File: config.mk
export PLATFORM = sky130hd
export DESIGN_NAME = branch_history_table
export DESIGN_NICKNAME = d
export VERILOG_FILES = /design/src/rtl/branch_history_table.sv
export SDC_FILE = /design/constraint.sdc
export NUM_CORES = 1
export LEC_CHECK = 0
export CORE_UTILIZATION = 35
export CTS_BUF_LIST = sky130_fd_sc_hd__clkbuf_4 sky130_fd_sc_hd__clkbuf_8
export DETAILED_ROUTE_END_ITERATION = 6
export HOLD_SLACK_MARGIN = 0.15
export SYNTH_ARGS = -nofsm -noshare
export SYNTH_HDL_FRONTEND = slang
export SYNTH_SLANG_ARGS = --single-unit
File: constraint.sdc
create_clock -name clk -period 9.49 [get_ports clk]
set_clock_uncertainty 0.2 [all_clocks]
set_input_delay 1.898 -clock clk [delete_from_list [all_inputs] [get_ports clk]]
set_output_delay 1.898 -clock clk [all_outputs]
set_load 0.005 [all_outputs]
File: src/rtl/branch_history_table.sv
// -----------------------------------------------------------------------------
// branch_history_table
//
// Direct-mapped table of 2-bit saturating branch counters. The IF stage looks
// up a prediction combinationally. The EX stage writes resolved outcomes back
// one clock later. Saturating event counters track resolved branches and
// mispredictions for performance monitoring.
//
// Ports
//   clk             rising-edge clock
//   rst_n           asynchronous active-low reset
//   if_pc           IF-stage PC to look up; index = if_pc[INDEX_BITS+1:2]
//   prediction      counter state for if_pc; MSB=1 means predict taken
//   upd_valid       EX resolved a conditional branch this cycle
//   upd_pc          PC of the resolved branch
//   upd_taken       actual outcome, 1 = taken
//   upd_mispredict  resolved direction differed from the prediction
//   bht_clr         synchronous clear of all entries and counters
//   branch_cnt      resolved branches since reset/clear (saturating)
//   mispredict_cnt  mispredictions since reset/clear (saturating)
// -----------------------------------------------------------------------------
module branch_history_table #(
   parameter int         INDEX_BITS  = 6,
   parameter int         CNT_WIDTH   = 32,
   parameter logic [1:0] RESET_STATE = 2'b01
) (
   input  logic                 clk,
   input  logic                 rst_n,
   input  logic [31:0]          if_pc,
   output logic [1:0]           prediction,
   input  logic                 upd_valid,
   input  logic [31:0]          upd_pc,
   input  logic                 upd_taken,
   input  logic                 upd_mispredict,
   input  logic                 bht_clr,
   output logic [CNT_WIDTH-1:0] branch_cnt,
   output logic [CNT_WIDTH-1:0] mispredict_cnt
);

   localparam int                   ENTRIES = 1 << INDEX_BITS;
   localparam logic [CNT_WIDTH-1:0] CNT_ONE = {{(CNT_WIDTH-1){1'b0}}, 1'b1};

   logic [1:0]            bht_q [ENTRIES];
   logic [INDEX_BITS-1:0] rd_idx;
   logic [INDEX_BITS-1:0] wr_idx;
   logic [1:0]            upd_state;

   // Only the index bits of either PC are meaningful; the rest is dropped.
   logic unused_pc_bits;
   assign unused_pc_bits = ^{if_pc[31:INDEX_BITS+2], if_pc[1:0],
                             upd_pc[31:INDEX_BITS+2], upd_pc[1:0]};

   // Two-bit saturating counter step toward the resolved direction.
   function automatic logic [1:0] counter_step(input logic [1:0] state,
                                               input logic       taken);
      logic [1:0] nxt;
      nxt = state;
      if (taken) begin
         if (state != 2'b11) nxt = state + 2'b01;
      end else begin
         if (state != 2'b00) nxt = state - 2'b01;
      end
      return nxt;
   endfunction

   // Event counter increment that sticks at all-ones instead of wrapping.
   function automatic logic [CNT_WIDTH-1:0] sat_inc(input logic [CNT_WIDTH-1:0] cnt,
                                                    input logic                 en);
      logic [CNT_WIDTH-1:0] nxt;
      nxt = cnt;
      if (en && (cnt != {CNT_WIDTH{1'b1}})) nxt = cnt + CNT_ONE;
      return nxt;
   endfunction

   assign rd_idx    = if_pc[INDEX_BITS+1:2];
   assign wr_idx    = upd_pc[INDEX_BITS+1:2];
   assign upd_state = counter_step(bht_q[wr_idx], upd_taken);

   // Lookup: a pending clear or a same-index update is forwarded so IF sees
   // the value the table will hold after this edge.
   always_comb begin
      prediction = bht_q[rd_idx];
      if (!rst_n || bht_clr) begin
         prediction = RESET_STATE;
      end else if (upd_valid && (rd_idx == wr_idx)) begin
         prediction = upd_state;
      end
   end

   // Table storage: clear has priority over a simultaneous update.
   always_ff @(posedge clk or negedge rst_n) begin
      if (!rst_n) begin
         for (int i = 0; i < ENTRIES; i++) bht_q[i] <= RESET_STATE;
      end else if (bht_clr) begin
         for (int i = 0; i < ENTRIES; i++) bht_q[i] <= RESET_STATE;
      end else if (upd_valid) begin
         bht_q[wr_idx] <= upd_state;
      end
   end

   // Performance counters; an update dropped by a clear is not counted.
   always_ff @(posedge clk or negedge rst_n) begin
      if (!rst_n) begin
         branch_cnt     <= '0;
         mispredict_cnt <= '0;
      end else if (bht_clr) begin
         branch_cnt     <= '0;
         mispredict_cnt <= '0;
      end else begin
         branch_cnt     <= sat_inc(branch_cnt, upd_valid);
         mispredict_cnt <= sat_inc(mispredict_cnt, upd_valid && upd_mispredict);
      end
   end

endmodule

==> impl_results.md, run 1 <==
* Pins Over Slew Limit at 0
* WL per Instance at 20.82 um
* Worst vdd ir at 0.00008873 V
* Grt ovf at 0
* Post-CTS Setup Bufs at 0
* First-pass GRT wire length at 54970 um
* Asr flop ratio synth at between 90% and 100%
* Post-place setup slack at 1.819 ns
* Dpl cell area at 12830 um^2
* Post-route cell area at 13290 um^2
* Max Cap Viol at 0
* RSZ-0062 raised after global routing: false
* Area growth syn-to-layout at 12.62%
* Worst path max stage delay at 0.67 ns
* Die Ht at 185.6 um
* Post-route insts no fill at 1651
* Die Wd at around 190 um
* Rows at 66
* Port bufs at 83
* Arrival time at the worst endpoint at approximately 5.6 ns
* RR Endpoint: bht_q[46]$_DFFE_PN1P_
* Final-report setup violation count at 0
* Clk sink count at about 190
* Setup WS post-layout at between 1.5 and 2 ns
* Antenna-violating nets left at 0
* Cells after Synth at 1180
* Worst-path fanout max at 28
* Cells after DPL at about 1.6k
* Final worst path period need at 7.703 ns
* Resized Gates After CTS at 0
* Crit. path cell count at 10
* CTS tree: built
* Rel. slew slack at 21.04%
* Final hold viol count at 0
* Top FF cell, synth: dfrtp_1
* Via count at between 9k and 10k
* Fin Hold WS at 0.3317 ns
* Worst reg2reg startpoint: bht_q[17]$_DFFE_PN0P_
* Most frequent cells in the layout: 163 x nor2_1, 128 x dfrtp_1, 89 x nand2_1
* Htree depth at 4
* Least-Margin Pin Slew at 1.182 ns
* Global placer's final weighted congestion at 0.8627
* Synthesized Nets at ~1.3k
* 1st-pass router iterations at 5
* Final TNS setup at 0 ns
* Static leakage at 4.756 nW
* Number of synthesized flops with an enable pin at 0
* Most frequent CP cell: clkdlybuf4s50_1
* Crit-path leading delay family: buffers and inverters
* Yosys reg bits at about 190
* Die ar. at about 34000 um^2
* Clk buf depth at 2
* Avg Synthesized Cell Area at around 10 um^2
* Total CTS buffers at 17
* WP buf/inv at 3
* Fmax at 129.8 MHz
* Final #Nets at 1268
* Initial Util at 35.91%
* Post-DR vias/cell at 5.807
* Largest net degree at the start of global routing at 132
* Hold WC Path Type: flop to flop
* CTS root buf: clkbuf_8
* Crit path kind: primary input to output pin
* Count of cell types in the netlist at 63
* Pwr dens at 124.6 nW/um^2
* FF-to-FF setup slack at 5.84 ns
* Routed wire length at approximately 34000 um
* Critical path launch point type: primary input
* Register area share after synthesis at 41.39%
* Final period util at 81.17%
* Yosys warns at 0
* IO Pins at 136
* Number of global-route vias before repair at approximately 9.5k
* Share of cells above drive strength 1 at 19.11%
* Post-DP HPWL at 21520 um
* Worst Setup End Kind: output pin
* Clock latency on the worst-skew pair at 0.50 ns
* Reg2reg path depth at 8
* Worst EP required at 7.39 ns
* Crit path launch: upd_pc[2]
* Slowest CP cell: nor2b_1
* Commonest non-fill, non-tap cell in the layout: nor2_1
* CP cell instances: clkdlybuf4s50_1 -> buf_4 -> nor2b_1 -> a221oi_1 -> o21ai_0 -> nand3_1 -> nor4b_1 -> maj3_2 -> a21oi_1 -> clkdlybuf4s50_1
* GRT Total Usage at 20.63%
* Diode count at 0
* Cell Area, Synth at roughly 12000 um^2
* Initial antenna violation count at 0
* Cts hold-fix bufs at 0
* DRC at 0
* Status: finished, final reports clean
* Clk slew on worst S/H paths at 0.09 ns
* Core Area at approximately 33000 um^2
* CP endpoint: prediction[1]
* Iteration-0 DRC Markers at between 1k and 1.5k
[worst min-delay path by stage]
stage / start / endpoint / cells past startpoint
3_5_place_dp: bht_q[65]$_DFFE_PN0P_ / bht_q[65]$_DFFE_PN0P_ / 2
5_1_grt: bht_q[28]$_DFFE_PN1P_ / bht_q[28]$_DFFE_PN1P_ / 2
3_3_place_gp: bht_q[62]$_DFFE_PN1P_ / bht_q[62]$_DFFE_PN1P_ / 2
4_1_cts: bht_q[70]$_DFFE_PN1P_ / bht_q[70]$_DFFE_PN1P_ / 2
6_report: bht_q[70]$_DFFE_PN1P_ / bht_q[70]$_DFFE_PN1P_ / 2
2_1_floorplan: bht_q[115]$_DFFE_PN0P_ / bht_q[115]$_DFFE_PN0P_ / 2
[through the flow]
step	util, %	total power [mW]
2_1_floorplan	-	0.9655
3_3_place_gp	39.03	1.024
6_report	40.44	1.656
3_5_place_dp	39.03	1.024
4_1_cts	40.44	1.671
5_1_grt	40.44	1.715
[state kept, by name (all words and copies together) (netlist names)]
register        count
branch_cnt         32
mispredict_cnt     32
bht_q             128
[power breakdown]
part	leakage (nW)	switching, mW	internal, mW
Clock	0.234	0.321	0.325
Combinational	2.06	0.135	0.0459
Sequential	2.46	0.00465	0.824
Total	4.76	0.460	1.20
[final cells by class]
| type | instances | area (um^2) |
|---|---|---|
| clock buffers | 19 | 255.2 |
| clock inverters | 13 | 207.7 |
| fillers | 3272 | 19580 |
| inverters | 11 | 41.29 |
| multi-input cells | 873 | 6391 |
| flip-flops and latches | 192 | 4885 |
| well taps | 442 | 553.0 |
| repair buffers | 101 | 958.4 |
[synthesized netlist by cell type (all sizes together) (24+ instances only)]
master	instances	area share [%]
o31ai	43	2.7
nor2	164	5.2
a21oi	39	2.1
xnor2	45	3.3
nor3	48	2.0
nand4	24	1.3
a22oi	42	3.8
buf	36	2.1
mux4	58	11
dfstp	64	14
nand3	30	1.3
nand3b	46	2.9
mux2i	25	2.1
dfrtp	128	27
clkbuf	68	2.2
nand2	89	2.8
o21ai	29	1.2
[per-layer routing]
| metal | up-vias | track usage [%] | part of all wire, % |
|---|---|---|---|
| li1 | 4381 | - | - |
| met1 | 4801 | 29.29 | 46 |
| met2 | 352 | 30.98 | 45 |
| met3 | 53 | 4.911 | 7.4 |
| met4 | 0 | 6.131 | 2.2 |
| met5 | - | 0 | 0 |
[worst register-to-register path: stages, from the launching register on]
cell and delay, ns:
dfrtp_1 0.42, mux4_2 0.48, mux2i_1 0.27, o22ai_1 0.12, a21oi_1 0.12, nor4b_1 0.53, maj3_4 0.31, buf_4 0.79
a22oi_1 0.29
[cells by family after synthesis]
family                     share of synthesized area [%]
adders and majority gates                         0.3922
buffers and inverters                              4.633
and+or+nand+nor                                    21.35
muxes                                              13.38
DFF                                                41.39
xor gates and xnor gates                           4.527
AOI/OAI and AO/OA                                  14.33
Note: power is estimated with default switching activity, not from simulation.
==> inputs of run 2 (changes only) <==
- clock period: 9.49 -> 7.3 ns (I/O delays scaled with it)
==> run 2 against run 1 <==
  * Critical path depth is the same
  * Clock-buffer cell count up 1
  * Via count is 1.0% higher
  * Sequential power increased by 30%
  * Clock power is 25% higher
  * Sequential share of layout area down 0.20 points
  * Global-route usage fell by 0.21 points
  * Combinational power grew 33%
  * Cell count grew 0.67%
==> impl_results.md, run 2 (synthesized netlist as in run 1, its figures left out) <==
* Status: finished, final reports clean
* WL per Instance at 20.70 um
* Share of cells above drive strength 1 at a little under 20%
* FF-to-FF setup slack at 3.88 ns
* Crit path kind: primary input to output pin
* Number of global-route vias before repair at 9235
* Pwr dens at 159.0 nW/um^2
* Initial Util at 35.91%
* CTS tree: built
* Diode count at 0
* Max reg flops at 128
* Die Ht at around 190 um
* Pins Over Slew Limit at 0
* Most frequent cells in the layout: 163 x nor2_1, 128 x dfrtp_1, 89 x nand2_1
* Global placer's final weighted congestion at around 0.87
* Largest net degree at the start of global routing at approximately 120
* Final TNS setup at 0 ns
* Fmax at 153.9 MHz
* Post-DR vias/cell at around 5.8
* Antenna-violating nets left at 0
* Initial antenna violation count at 0
* Resized Gates After CTS at 0
* Final worst path period need at 6.496 ns
* Clk sink count at 192
* 1st-pass router iterations at 5
* Slowest CP cell: or4_1
* Post-CTS Setup Bufs at 0
* Reg2reg path depth at 9
* Clock power share at 37.9%
* Iteration-0 DRC Markers at 835
* DRC at 0
* Static leakage at 4.799 nW
* CP endpoint: prediction[0]
* Final hold viol count at 0
* CTS root buf: clkbuf_8
* Worst path max stage delay at around 0.59 ns
* Die Wd at 185.6 um
* Commonest non-fill, non-tap cell in the layout: nor2_1
* Sw power at 0.6004 mW
* Least-Margin Pin Slew at between 1 and 1.5 ns
* Hold WC Path Type: flop to flop
* Rel. slew slack at approximately a quarter
* Area growth syn-to-layout at 13.22%
* Crit-path leading delay family: buffers and inverters
* Die ar. at 34460 um^2
* Worst vdd ir at 0.0001109 V
* First-pass GRT wire length at about 54000 um
* Worst Setup End Kind: output pin
* WP buf/inv at 3
* Cts hold-fix bufs at 0
* Rows at 66
* Clock latency on the worst-skew pair at 0.49 ns
* Internal cell power at 1.524 mW
* Worst-path fanout max at 26
* Worst reg2reg startpoint: bht_q[31]$_DFFE_PN0P_
* Final #Nets at 1279
* Port bufs at between 80 and 90
* IO Pins at 136
* Crit. path cell count at 10
* Sequential Area at ~4900 um^2
* Area taken by multi-input logic gates at about 6400 um^2
* RR Endpoint: bht_q[18]$_DFFE_PN1P_
* Total CTS buffers at 17
* Most flops, register: bht_q
* Routed wire length at roughly 34000 um
* Final core occ at 40.66%
* Worst EP required at 5.64 ns
* Post-DP HPWL at between 20000 and 25000 um
* Clk buf depth at 2
* Final-report setup violation count at 0
* Filler Cell Count at 3238
* Core Area at 32870 um^2
* CP cell instances: buf_2 -> buf_4 -> mux2i_1 -> a211oi_1 -> a311oi_1 -> o2111ai_1 -> or4_1 -> maj3_4 -> o211ai_2 -> clkdlybuf4s50_1
* Critical path launch point type: primary input
* Logic gate share of total power at a little under an eighth
* Via count at ~9.7k
* Max Cap Viol at 0
* GRT Total Usage at 20.42%
* Crit path launch: upd_pc[3]
* RSZ-0062 raised after global routing: false
* Final period util at roughly 89%
* Seq pwr share at approximately half
* Arrival time at the worst endpoint at 4.84 ns
* Switching part of the total at 28.26%
* Top Registers: bht_q (128), branch_cnt (32), mispredict_cnt (32)
* Htree depth at 4
* Clk slew on worst S/H paths at 0.10 ns
* Grt ovf at 0
[run 2: changes by cell type in the layout (fill, tap and decap cells not counted), sizes merged]
cell / previous run / this run
bufinv: 5 / 4
clkbuf: 21 / 22
buf: 21 / 32
clkinv: 4 / 3
clkinvlp: 1 / 2
[run 2: layout make-up]
cell class | count | area share, %
Timing Repair Buffer | 112 | 7.884
Clock buffer | 20 | 1.919
Multi-Input combinational cell | 873 | 47.83
Clock inverter | 12 | 1.367
Inverter | 11 | 0.3090
Tap cell | 442 | 4.139
Sequential cell | 192 | 36.55
[run 2: per-stage QoR]
stage	std cells	hold WS (ns)	setup WS (ns)	power (mW)	cell area [um^2]
2_1_floorplan	1180	0.2894	1.698	1.255	11800
3_3_place_gp	1630	0.3072	0.8231	1.336	12920
3_5_place_dp	1630	0.3180	0.8043	1.337	12920
4_1_cts	1662	0.3354	0.8112	2.142	13360
5_1_grt	1662	0.3454	0.5946	2.197	13360
6_report	1662	0.3383	0.8035	2.124	13360
[run 2: how the worst min path moves through the flow]
stage                                      start                     end  depth (start not counted)
after floorplan           bht_q[115]$_DFFE_PN0P_  bht_q[115]$_DFFE_PN0P_                          2
after global placement     bht_q[25]$_DFFE_PN0P_   bht_q[25]$_DFFE_PN0P_                          2
after detailed placement   bht_q[86]$_DFFE_PN1P_   bht_q[86]$_DFFE_PN1P_                          2
after CTS                  bht_q[28]$_DFFE_PN1P_   bht_q[28]$_DFFE_PN1P_                          2
after global routing       bht_q[56]$_DFFE_PN1P_   bht_q[56]$_DFFE_PN1P_                          2
final                      bht_q[86]$_DFFE_PN1P_   bht_q[86]$_DFFE_PN1P_                          2
[run 2: power by group through the flow]
| stage | clock network (mW) | logic, mW | registers [mW] |
|---|---|---|---|
| detailed placement | 0 | 0.240 | 1.10 |
| finish | 0.806 | 0.241 | 1.08 |
| global placement | 0 | 0.239 | 1.10 |
| CTS | 0.824 | 0.240 | 1.08 |
| global route | 0.860 | 0.258 | 1.08 |
| floorplan | 0 | 0.160 | 1.09 |
[run 2: layer usage]
| metal | routed length [um] | part of all wire (%) | track usage [%] | up-vias |
|---|---|---|---|---|
| li1 | - | - | - | 4402 |
| met1 | 15910 | 46 | 29.27 | 4865 |
| met2 | 15240 | 44 | 30.86 | 375 |
| met3 | 2631 | 7.6 | 4.813 | 45 |
| met4 | 617 | 1.8 | 5.049 | 0 |
| met5 | 0 | 0 | 0 | - |
[run 2: tightest hold or removal path: stages (launching register included)]
cell and delay, ns:
dfstp_2 0.39, nor2_1 0.08, a22oi_1 0.07
==> inputs of run 3 (changes only) <==
- CORE_ASPECT_RATIO: not set -> 0.5
==> run 3 against run 2 <==
  * Worst setup slack got worse by 0.18 ns
  * Register-to-register slack worse by 0.23 ns
  * Cell count down 0.18%
  * Clock-buffer cell count unchanged
  * Hold slack got worse by 0.0068 ns
  * Combinational power hardly changed
  * Sequential power about the same
  * Fmax down 2.7%
  * Sequential share of layout area up 0.075 points
  * Design area shrank 0.21%
  * Core utilization fell by 0.38 points
  * Largest power group unchanged
  * Highest routed layer unchanged
==> impl_results.md, run 3 (synthesized netlist as in run 1, its figures left out) <==
* Final-report setup violation count at 0
* Met3 wire length at 2304 um
* CTS root buf: clkbuf_8
* Status: finished, final reports clean
* Die Wd at ~260 um
* Worst vdd ir at 0.0001164 V
* Largest net degree at the start of global routing at between 100 and 150
* Final TNS setup at 0 ns
* Worst-path fanout max at 19
* Post-DP HPWL at around 23000 um
* Initial Util at between 30% and 40%
* Initial antenna violation count at 0
* Area growth syn-to-layout at 12.99%
* RSZ-0062 raised after global routing: false
* Max Cap Viol at 0
* Crit path kind: primary input to output pin
* Rel. slew slack at 12.21%
* Clk sink count at 192
* Total power at 2.096 mW
* Resized Gates After CTS at 0
* Critical path launch point type: primary input
* Global placer's final weighted congestion at 0.8701
* WL per Instance at 21.18 um
* GRT Total Usage at 20.93%
* Static leakage at 4.789 nW
* Least-Margin Pin Slew at 1.312 ns
* Via count at 9759
* Arrival time at the worst endpoint at roughly 5.0 ns
* Pins Over Slew Limit at 0
* Hold WC Path Type: flop to flop
* Final worst path period need at 6.677 ns
* Final hold viol count at 0
* First-pass GRT wire length at about 56000 um
* Post-CTS Setup Bufs at 0
* Commonest non-fill, non-tap cell in the layout: nor2_1
* Clk slew on worst S/H paths at 0.10 ns
* Iteration-0 DRC Markers at 1042
* Die ar. at roughly 35000 um^2
* Most frequent cells in the layout: 163 x nor2_1, 128 x dfrtp_1, 89 x nand2_1
* Top Registers: bht_q (128), branch_cnt (32), mispredict_cnt (32)
* Core Area at 33110 um^2
* Port bufs at 83
* Clk buf depth at 2
* 1st-pass router iterations at 6
* Diode count at 0
* Met2 WL at ~17000 um
* Top layer in use: met4
* DRC at 0
* Filler Cell Count at around 3.2k
* Grt ovf at 0
* Total CTS buffers at 17
* Worst EP required at between 5 and 6 ns
* Die Ht at 131.9 um
* Routed wire length at about 35000 um
* Cts hold-fix bufs at 0
* Max reg flops at around 130
* Htree depth at 4
* Post-DR vias/cell at just under 6
* Worst Setup End Kind: output pin
* Final #Nets at 1277
* Crit path launch: upd_pc[2]
* Pwr dens at ~160 nW/um^2
* Clock latency on the worst-skew pair at 0.51 ns
* Most flops, register: bht_q
* Hold Startpoint: bht_q[38]$_DFFE_PN1P_
* Share of cells above drive strength 1 at 19.70%
* Antenna-violating nets left at 0
* Worst reg2reg startpoint: bht_q[81]$_DFFE_PN0P_
* IO Pins at 136
* Fmax at 149.8 MHz
* Final period util at 91.47%
* Metal-1 WL at 15430 um
* Number of global-route vias before repair at 9456
* CTS tree: built
* Rows at 47
[run 3: changes by cell type in the layout (fill, tap and decap cells not counted)]
cell and change:
clkinv_2 +2, maj3_4 -1, bufinv_16 -1, buf_4 -2, clkbuf_4 -3, maj3_2 +1, clkbuf_8 +3, clkinvlp_4 -1
[run 3: path summary, 6_finish.rpt]
path                                         endpoint  slack, ns  cells after the start
setup / recovery                        prediction[0]       0.62                     10
hold / removal                  bht_q[38]$_DFFE_PN1P_       0.33                      2
hold reg to reg                 bht_q[38]$_DFFE_PN1P_       0.33                      2
min in group asynchronous       bht_q[99]$_DFFE_PN0P_       0.78                      1
setup reg to reg                bht_q[22]$_DFFE_PN1P_       3.65                      8
max in group asynchronous  branch_cnt[30]$_DFFE_PN0P_       4.11                      3
[run 3: worst max-delay path, stage by stage]
cell and delay [ns]:
clkdlybuf4s50_1 0.45, buf_4 0.35, inv_2 0.27, and3_1 0.22
o31ai_1 0.35, o2111ai_1 0.28, or4_1 0.61, maj3_2 0.35
o211ai_2 0.14, clkdlybuf4s50_1 0.53
[run 3: metrics by stage]
stage	worst slack [ns]	std cells	hold slack, ns	utilization [%]	area (um^2)
floorplan	1.698	1180	0.2894	-	11800
global placement	0.6872	1627	0.3102	38.98	12900
detailed placement	0.7027	1627	0.3206	38.98	12900
CTS	0.6852	1659	0.3349	40.28	13340
global route	0.5318	1659	0.3455	40.28	13340
finish	0.6230	1659	0.3315	40.28	13340
[run 3: layout make-up]
type                    count  area, um^2  share of cell area, %
multi-input cells         873        6389                  47.91
repair buffers            110        1039                  7.788
clock inverters            12       155.1                  1.163
inverters                  11       41.29                 0.3096
clock buffers              20       275.3                  2.064
flip-flops and latches    192        4885                  36.63
well taps                 441       551.8                  4.138
[run 3: report_power, final]
group	internal, mW	total [mW]	switching (mW)	leakage [nW]
clock	0.368	0.778	0.410	0.221
sequential	1.07	1.08	0.00580	2.46
combinational	0.0627	0.241	0.178	2.11
total	1.50	2.10	0.594	4.79
[run 3: routing by layer]
metal | global-route usage [%] | vias up
met1 | 29.02 | 4964
met2 | 32.40 | 328
met5 | 0 | -
met3 | 4.594 | 57
met4 | 6.880 | 0
li1 | - | 4410
==> RTL change, RTL diff (config.mk and constraints of run 3) <==
The parameter `CNT_WIDTH` goes from 32 to 48.
--- a/src/rtl/branch_history_table.sv
+++ b/src/rtl/branch_history_table.sv
@@ -23,3 +23,3 @@
    parameter int         INDEX_BITS  = 6,
-   parameter int         CNT_WIDTH   = 32,
+   parameter int         CNT_WIDTH   = 48,
    parameter logic [1:0] RESET_STATE = 2'b01
Ports: changed (resized branch_cnt and mispredict_cnt); port bits go from 136 to 168. The function was not compared with the original's and may differ.
==> RTL change against run 3 <==
Setup slack got worse by 0.025 ns. Synthesized cell count increased by 10%. Register-to-register slack got worse by 0.05 ns. Wire length grew 7.7%. Sequential power is 17% higher. Global-route usage is 0.50 points lower. Critical path depth is 1 lower. Design area up 14%. Via count is 9.6% higher. Area after synthesis is 8.1% higher. Power grew 33%. Sequential cell count up 32. Critical path type unchanged. Critical endpoint unchanged. Largest cell class unchanged. Highest routed layer unchanged.
==> RTL change: results (changes against run 3) <==
* Hold slack at 0.353 ns (was 0.331 ns)
* First-pass GRT wire length at 60200 um (was 55900 um)
* Switching share of power at 25.9% (was 28.3%)
* WHS Endpoint: bht_q[84] (was bht_q[38])
* Worst-path fanout max at 11 (was 19)
* Sequential area share after synthesis at 44.6% (was 41.4%)
* Layout cells sized above 1 at 16.4% (was 19.7%)
* Initial antenna violation count at 0 (unchanged)
* Hold Crit Depth at 2 (unchanged)
* Buffers on Ports at 115 (was 83)
* Largest net degree at the start of global routing at 157 (was 129)
* # resized after CTS at 0 (unchanged)
* Gpl congestion at 0.897 (was 0.870)
* Skew-Pair Late Insertion Delay at 0.58 ns (was 0.51 ns)
* Post-place setup slack at 0.630 ns (was 0.703 ns)
* DRT Pass-1 Iters at 5 (was 6)
* Met2 usage at 34.3% (was 32.4%)
* CP peak stage delay at 0.76 ns (was 0.61 ns)
* Ant. Diodes at 0 (unchanged)
* Worst-path clk slew at 0.06 ns (was 0.10 ns)
* P_leak at 0.00539 uW (was 0.00479 uW)
* Detail Placement HPWL at 25100 um (was 22900 um)
* Reg2Reg Launch Point: mispredict_cnt[3] (was bht_q[81])
* Peak supply drop at 91.1 uV (was 116 uV)
* Least-Margin Pin Slew at 1.12 ns (was 1.31 ns)
* CTS max path bufs at 3 (was 2)
* Arrival time of the worst setup path at 5.04 ns (was 5.02 ns)
* Outcome: finished, final reports clean (unchanged)
* Top Registers: bht_q: 128 flops, branch_cnt: 48 flops, mispredict_cnt: 48 flops (was bht_q: 128 flops, branch_cnt: 32 flops, mispredict_cnt: 32 flops)
* Cells after Synth at 1300 (was 1180)
* Setup slack, reg-to-reg at 3.60 ns (was 3.65 ns)
* Htree depth at 2 (was 4)
* Root Driver: clkbuf_8 (unchanged)
* Routing usage on met1 at 27.1% (was 29.0%)
* GR Layer Usage met3 at 3.47% (was 4.59%)
* Synth unique cells at 56 (was 63)
* Largest cells by area after synthesis: dfrtp_1, dfstp_2, mux4_2 (unchanged)
* Hold_sp: bht_q[84] (was bht_q[38])
* Most common library cells after synthesis: nor2_1, dfrtp_1, nand2_1 (unchanged)
* CP max-delay cell: clkdlybuf4s50_1 (was or4_1)
* TritonCTS Buffers at 38 (was 17)
* Synthesized net count at 1372 (was 1252)
* Final #Nets at 1465 (was 1277)
* Routed WL at 37800 um (was 35100 um)
* Ys flop type: dfrtp_1 (unchanged)
* Worst Setup SP: upd_pc[4] (was upd_pc[2])
* Via-to-Cell Ratio at 5.63 (was 5.88)
* GR Util All Layers at 20.4% (was 20.9%)
* 1st-iter DRT viols at 964 (was 1042)
* Placed cell count at 1828 (was 1627)
* DP Area at 14300 sq um (was 12900 sq um)
* Biggest register: bht_q (unchanged)
* Total number of vias at 10700 (was 9759)
* RR Endpoint: mispredict_cnt[39] (was bht_q[22])
* Ys async rst share at 100% (unchanged)
* Cell family with most CP delay: buffers and inverters (unchanged)
* Register-to-Register Path Depth at 7 (was 8)
## RTL change: cell types whose count changed in the layout (fill, tap and decap cells not counted), moves of 32 or more
cell,run 3,this run
o31ai_1,43,1
a211oi_1,20,66
nand3b_1,46,4
a211o_1,0,38
nor2_1,163,237
clkbuf_8,22,54
clkdlybuf4s50_1,78,110
dfrtp_1,128,160
## RTL change: layout make-up
class | count | area (sq um)
clock buffer | 66 | 833
clock inverter | 4 | 45.0
fill | 3392 | 20000
inverter | 31 | 116
multi-input combinational | 957 | 6550
sequential | 224 | 5690
tap | 475 | 594
timing repair buffer | 141 | 1350
## RTL change: tightest hold or removal path, cell delays in order, from the launching register on
cell and delay, ns:
dfstp_2 0.38, a21oi_1 0.11, o21ai_1 0.07
## RTL change: power by group through the flow
stage | clock [uW] | sequential, uW | combinational, uW
6_report | 1310 | 1260 | 223
5_1_grt | 1390 | 1260 | 240
4_1_cts | 1340 | 1260 | 223
3_5_place_dp | 0 | 1280 | 223
3_3_place_gp | 0 | 1280 | 219
2_1_floorplan | 0 | 1280 | 136
## RTL change: per-layer routing
layer	routed length [um]	up-vias	share of wire, %
li1	-	4873	-
met5	0	-	0
met2	18400	349	49
met3	2070	74	5.5
met1	16500	5395	44
met4	816	0	2.2
## RTL change: cell families (layout without fill, tap and decap cells)
kind of cell	count (synthesis)	after routing	share of synthesized area [%]
DFF	224	224	44.6
AOI/OAI and AO/OA	230	230	12.1
and+or+nand+nor	547	547	20.4
xor gates and xnor gates	89	89	6.11
buffers and inverters	119	242	4.06
adders and majority gates	5	5	0.441
muxes	86	86	12.3
